$ cat src/rtl/regfile_wb_queue.sv
// Write-back queue for the register file write port: two producers in, one
// write per cycle out, with two bypass lookups over the queued results.
module regfile_wb_queue #(
  parameter int DATA_W = 16,
  parameter int ADDR_W = 3,
  parameter int DEPTH  = 4
) (
  input  logic              clk,
  input  logic              rst,
  input  logic              mem_valid,
  output logic              mem_ready,
  input  logic [ADDR_W-1:0] mem_reg,
  input  logic [DATA_W-1:0] mem_data,
  input  logic              alu_valid,
  output logic              alu_ready,
  input  logic [ADDR_W-1:0] alu_reg,
  input  logic [DATA_W-1:0] alu_data,
  output logic              wb_en,
  output logic [ADDR_W-1:0] wb_reg,
  output logic [DATA_W-1:0] wb_data,
  input  logic [ADDR_W-1:0] lk_reg1,
  output logic              lk_hit1,
  output logic [DATA_W-1:0] lk_data1,
  input  logic [ADDR_W-1:0] lk_reg2,
  output logic              lk_hit2,
  output logic [DATA_W-1:0] lk_data2,
  output logic [ADDR_W:0]   count,
  output logic              empty,
  output logic              full
);

  localparam int PW = (DEPTH > 1) ? $clog2(DEPTH) : 1;
  localparam int CW = ADDR_W + 1;

  logic [ADDR_W-1:0] q_reg  [DEPTH];
  logic [DATA_W-1:0] q_data [DEPTH];
  logic [PW-1:0]     wr_ptr;
  logic [PW-1:0]     rd_ptr;
  logic [CW-1:0]     cnt;
  logic [CW-1:0]     free;
  logic              pop;
  logic              mem_take;
  logic              alu_take;
  logic [PW-1:0]     alu_slot;
  logic [PW-1:0]     idx;

  assign count = cnt;
  assign empty = (cnt == '0);
  assign full  = (cnt == CW'(DEPTH));
  assign pop   = !empty;

  assign wb_en   = pop;
  assign wb_reg  = empty ? '0 : q_reg[rd_ptr];
  assign wb_data = empty ? '0 : q_data[rd_ptr];

  // The head pop at this edge frees a slot, so a full queue still takes one result.
  always_comb begin
    free      = CW'(DEPTH) - cnt + CW'(pop);
    mem_ready = (free >= CW'(1));
    mem_take  = mem_valid & mem_ready & (mem_reg != '0);
    alu_ready = (free >= (CW'(1) + CW'(mem_take)));
    alu_take  = alu_valid & alu_ready & (alu_reg != '0);
    alu_slot  = wr_ptr + PW'(mem_take);
  end

  // Scan oldest to youngest so the last match seen is the youngest.
  always_comb begin
    lk_hit1  = 1'b0;
    lk_data1 = '0;
    lk_hit2  = 1'b0;
    lk_data2 = '0;
    idx      = '0;
    for (int unsigned k = 0; k < DEPTH; k++) begin
      idx = rd_ptr + PW'(k);
      if (CW'(k) < cnt) begin
        if (lk_reg1 != '0 && q_reg[idx] == lk_reg1) begin
          lk_hit1  = 1'b1;
          lk_data1 = q_data[idx];
        end
        if (lk_reg2 != '0 && q_reg[idx] == lk_reg2) begin
          lk_hit2  = 1'b1;
          lk_data2 = q_data[idx];
        end
      end
    end
  end

  always_ff @(posedge clk) begin
    if (rst) begin
      wr_ptr <= '0;
      rd_ptr <= '0;
      cnt    <= '0;
      for (int unsigned i = 0; i < DEPTH; i++) begin
        q_reg[PW'(i)]  <= '0;
        q_data[PW'(i)] <= '0;
      end
    end else begin
      if (mem_take) begin
        q_reg[wr_ptr]  <= mem_reg;
        q_data[wr_ptr] <= mem_data;
      end
      if (alu_take) begin
        q_reg[alu_slot]  <= alu_reg;
        q_data[alu_slot] <= alu_data;
      end
      wr_ptr <= wr_ptr + PW'(mem_take) + PW'(alu_take);
      rd_ptr <= rd_ptr + PW'(pop);
      cnt    <= cnt + CW'(mem_take) + CW'(alu_take) - CW'(pop);
    end
  end

endmodule
$ cat config.mk
export PLATFORM = sky130hd
export DESIGN_NAME = regfile_wb_queue
export DESIGN_NICKNAME = d
export VERILOG_FILES = /design/src/rtl/regfile_wb_queue.sv
export SDC_FILE = /design/constraint.sdc
export NUM_CORES = 1
export LEC_CHECK = 0
export CAP_MARGIN = 10
export CORE_UTILIZATION = 45
export CTS_BUF_LIST = sky130_fd_sc_hd__clkbuf_8
export CTS_CLUSTER_SIZE = 20
export DETAILED_ROUTE_END_ITERATION = 10
export HOLD_SLACK_MARGIN = 0.05
export MAX_ROUTING_LAYER = met4
export PLACE_DENSITY_LB_ADDON = 0.12
export SYNTH_ARGS = -nofsm -noshare
export SYNTH_HDL_FRONTEND = slang
export SYNTH_SLANG_ARGS = --single-unit
$ cat constraint.sdc
create_clock -name clk -period 8.5 [get_ports clk]
set_input_delay 0.85 -clock clk [delete_from_list [all_inputs] [get_ports clk]]
set_output_delay 0.85 -clock clk [all_outputs]
set_load 0.05 [all_outputs]
After elaboration in Yosys (flattened, before gate mapping) --
Memories as Yosys holds them, arrays and structs flattened. A register that Yosys moved wholly into a read port is not among the register bits. Index checks and enable logic that the tools add are counted.
Storage, ports and cells: flip-flop bits (word level) 8, RAM bits 76, input port bits 48, output and inout bits 62, logic and storage cells 110, memories kept 2
Memories:
- q_data | depth 4, width 16, rd ports 4, clocked after memory_dff 1, wr ports 4, RTL line 36 | logic [DATA_W-1:0] q_data [DEPTH];
- q_reg | depth 4, width 3, rd ports 4, clocked after memory_dff 1, wr ports 4, RTL line 35 | logic [ADDR_W-1:0] q_reg [DEPTH];
Operators by class: add/sub/neg operators 12, order comparisons 6, equality and inequality tests 9, mux-type cells 56, bitwise gates (word level) 4, reduce and logical (&&, ||, !) cells 18
Operator list (number):
- $mux 16 | 19
- $reduce_or 16->1 | 2
- $mux 1 | 28
- $eq 3x3->1 | 8
- $add 4x1->4 | 3
- $mux 2 | 6
- $reduce_bool 3->1 | 4
- $mux 3 | 3
- $logic_and 1x1->1 | 8
- $lt 1x4->1 const A | 2
- $lt 2x4->1 const A | 2
- $add 2x1->2 | 3
- $reduce_or 3->1 | 2
- $add 2x2->2 const B | 2
- $and 1x1->1 | 4
- $eq 4x3->1 const B | 1
- $ge 4x1->1 const B | 1
- $ge 4x2->1 | 1
- $logic_not 4->1 | 1
- $sub 3x4->4 const A | 1
- $sub 4x1->4 | 1
- $add 1x1->2 const A | 1
- $add 2x1->2 const B | 1
- $logic_not 1->1 | 1

Logic depth before layout (Yosys ltp) --
depth in word-level cells 15, depth in mapped cells 22, gate-level depth less buffers 21

Worst setup path before layout --
OpenSTA, ideal clock, no wires.
path type reg-to-reg, start reg cnt[2] (netlist: count[2]), end mem q_data[3][0], enable pin, setup time 379 ps, arrival time 5156 ps, required time 8121 ps, slack 2964 ps, cell stages (with the launch flop) 19, path buffers 2, period minus slack after synthesis 5536 ps, path through dfxtp_1 > inv_1 > ha_1 > nand2_1 > nor2_1 > ha_1 > inv_1 > ha_1 > nor3_1 > a31oi_1 > o21ai_0 > clkbuf_1 > ha_1 > nand2b_1 > a21oi_1 > a2111oi_0 > and2_1 > clkbuf_1 > a311o_1
RTL lines:
- from (decl) | RTL line 39 | logic [CW-1:0] cnt;
- from (signal assigned) | RTL line 108 | cnt <= cnt + CW'(mem_take) + CW'(alu_take) - CW'(pop);
- to (decl) | RTL line 36

Worst setup path in the final report --
start reg rd_ptr[0], end out lk_data2[15]
Between the ends: word-level cells in the longest chain between the ends 10, elaborated cells on any way between the ends 17, classes of those cells add/sub (3); eq/ne (3); mux (6); reduce/logical (3); memory (2)
RTL lines:
- from (decl) | RTL line 38 | logic [PW-1:0] rd_ptr;
- from (signal assigned) | RTL line 107 | rd_ptr <= rd_ptr + PW'(pop);
- $add 2x1->2 | RTL line 74 | idx = rd_ptr + PW'(k);
- $mem_v2 4x3
- $eq 3x3->1 | RTL line 80 | if (lk_reg2 != '0 && q_reg[idx] == lk_reg2) begin
- $logic_and 1x1->1 | RTL line 80
- $mux 16 | RTL line 80
- $mux 16 | RTL line 75 | if (CW'(k) < cnt) begin
- $mux 16 | RTL line 80
- $mux 16 | RTL line 75
- $mux 16 | RTL line 80
- $mux 16 * | RTL line 75
- to (decl) | RTL line 26 | output logic [DATA_W-1:0] lk_data2,
Every way passes the cells marked *; elsewhere a longest branch is shown, timed or not.

==> impl_metrics.json <==
{
  "status": "finished clean",
  "ys_ff_latch": 84,
  "min-delay-start": "count[0]",
  "die_y_um": 133.7,
  "place_congestion": 0.8485,
  "post-synth-top-count-cell": "nor2_1",
  "hp-class": "reg -> reg",
  "slew_headroom_pct": 22.55,
  "largest_reg_flops": 64,
  "ys_top_cells_by_count": "170 x nor2_1, 76 x edfxtp_1, 75 x mux4_2, 57 x mux2_2, 42 x clkbuf_1",
  "setup.worst_path.class": "reg -> out",
  "crit_arrival_ns": 4.97,
  "rr_startpoint": "count[2]",
  "drt_iter0_markers": 794,
  "dp.cells": 1009,
  "startpoint_type": "flop",
  "firstDrtPassIters": 6,
  "period_share_pct": 68.44,
  "cts_setup_buffers": 0,
  "fin_tns_setup_ns": 0,
  "htreeDepth": 3,
  "syn-mean-instance-area_um2": 10.72,
  "syn_inst": 728,
  "antenna_cells": 0,
  "hpwl_mm": 16.91,
  "setup_viol": 0,
  "die-area_mm2": 0.01788,
  "seq_area_frac_synth_pct": 31.29,
  "track_usage_pct": 26.20,
  "core_mm2": 0.01676,
  "drive_gt1_share_pct": 22.14,
  "insertion_delay_ns": 0.36,
  "period_minus_slack_ns": 5.817,
  "cts_sinks": 84,
  "fp-row-count": 47,
  "tritoncts": "yes",
  "cap_violations": 0,
  "ant_nets": 0,
  "antenna_found_initial": 0,
  "rsz0062_at_grt": "false",
  "leakage_uw": 0.003295,
  "crit_required_ns": 7.65,
  "synth-edff-count": 76,
  "start_util_pct": 46.58,
  "vdd_ir_drop_max_mv": 0.2634,
  "cts_buffer_depth": 2,
  "remaining_drc_errors": 0,
  "power.total_uw": 3784,
  "vias": 6364,
  "cts_made_buffers": 9,
  "grt_overflow": 0,
  "yosys-top-cells-area": "edfxtp_1 29%, mux4_2 22%, mux2_2 8.2%",
  "port_buffers": 109,
  "crit_start": "rd_ptr[0]",
  "post-synth-top-area-cell": "edfxtp_1",
  "endpoint_kind": "output port",
  "hold_ws_ns": 0.7240,
  "area_delta_synth_final_pct": 18.30,
  "grt_pass1_vias": 6027,
  "hold_viol_final": 0,
  "io_pins": 110,
  "fmax_mhz": 171.9,
  "post_cts_resized": 0,
  "nNetsFinal": 863,
  "grt_first_pass_wirelength_mm": 34.73,
  "syn_area_mm2": 0.007806,
  "fin_skew_ns": 0.01745,
  "viasPerCell": 6.215,
  "ys.flop_type": "edfxtp_1",
  "root_buffer": "clkbuf_8",
  "async_flop_share_pct": 0,
  "yosysTopAreaCellShare_pct": 29.24,
  "tightest_slew_ns": 1.158,
  "maxSlewViolCount": 0,
  "p_per_area_mw_per_mm2": 409.8,
  "crit_fanout": 67,
  "synth.distinct_cells": 47,
  "wirelength_mm": 22.50,
  "path_clk_slew_ns": 0.10,
  "instances_no_fill": 1024,
  "synth_nets": 791,
  "cts-hold-fix-buffers": 0,
  "die_width_um": 133.7,
  "yosys_warnings": 0,
  "wl_per_cell_um": 21.97,
  "grt_max_degree": 78
}
metal layers:
| layer | vias up | routed length (µm) | track usage [%] |
|---|---|---|---|
| li1 | 2879 | - | - |
| met2 | 336 | 9571 | 35.46 |
| met3 | 13 | 2096 | 4.528 |
| met4 | 0 | 170 | 5.429 |
| met1 | 3136 | 10660 | 40.55 |
| met5 | - | 0 | - |
placed cells by master (no fill, tap or decap), types with 22 or more instances in the layout:
| cell type | Yosys | final |
|---|---|---|
| inv_1 | 28 | 28 |
| nor2_1 | 170 | 170 |
| nand2b_1 | 23 | 23 |
| nand2_1 | 23 | 23 |
| nand3_1 | 22 | 22 |
| mux2i_1 | 37 | 37 |
| a221oi_1 | 23 | 23 |
| clkdlybuf4s50_1 | 0 | 109 |
| mux4_2 | 75 | 75 |
| edfxtp_1 | 76 | 76 |
| mux2_2 | 57 | 57 |
power by group:
group	switching, µW	total, µW	internal [µW]
combinational	1600	2670	1080
clock	148	313	164
sequential	197	798	601
total	1940	3780	1840
kinds of logic after synthesis:
| family | share of synthesized area [%] |
|---|---|
| muxes | 34.94 |
| AOI/OAI and AO/OA | 8.639 |
| and+or+nand+nor | 15.08 |
| xor gates and xnor gates | 2.468 |
| buffers and inverters | 4.985 |
| adders and majority gates | 2.597 |
| DFF | 31.29 |
worst paths after layout:
path                  endpoint  slack (ns)  cells after the start
setup / recovery  lk_data2[15]        2.68                      8
setup reg to reg  q_data[2][1]        2.85                     18
hold / removal        count[0]        0.72                      3
hold reg to reg       count[0]        0.72                      3
cell type report:
type	instances	area [µm²]
clock buffers	9	123.9
clock inverters	6	88.84
flip-flops and latches	84	2450
inverters	28	105.1
well taps	220	275.3
multi-input cells	553	4989
repair buffers	124	1204
fillers	1462	7525
per-stage QoR:
stage	utilization, %	cell area [µm²]	worst slack (ns)
after CTS	55.10	9235	2.673
final	55.10	9235	2.683
after global routing	55.10	9235	2.375
after global placement	53.83	9022	3.145
after floorplan	-	7806	2.964
after detailed placement	53.83	9022	2.889
critical path, stage by stage, from the launching register on:
cell and delay [ns]:
dfxtp_4 0.46, buf_4 0.82, mux4_2 0.66, xnor2_1 0.26, nand2_1 0.18, a21oi_4 0.67
mux2i_1 0.17, a221oi_1 0.46, clkdlybuf4s50_1 0.89
(Power assumes the default switching activity.)
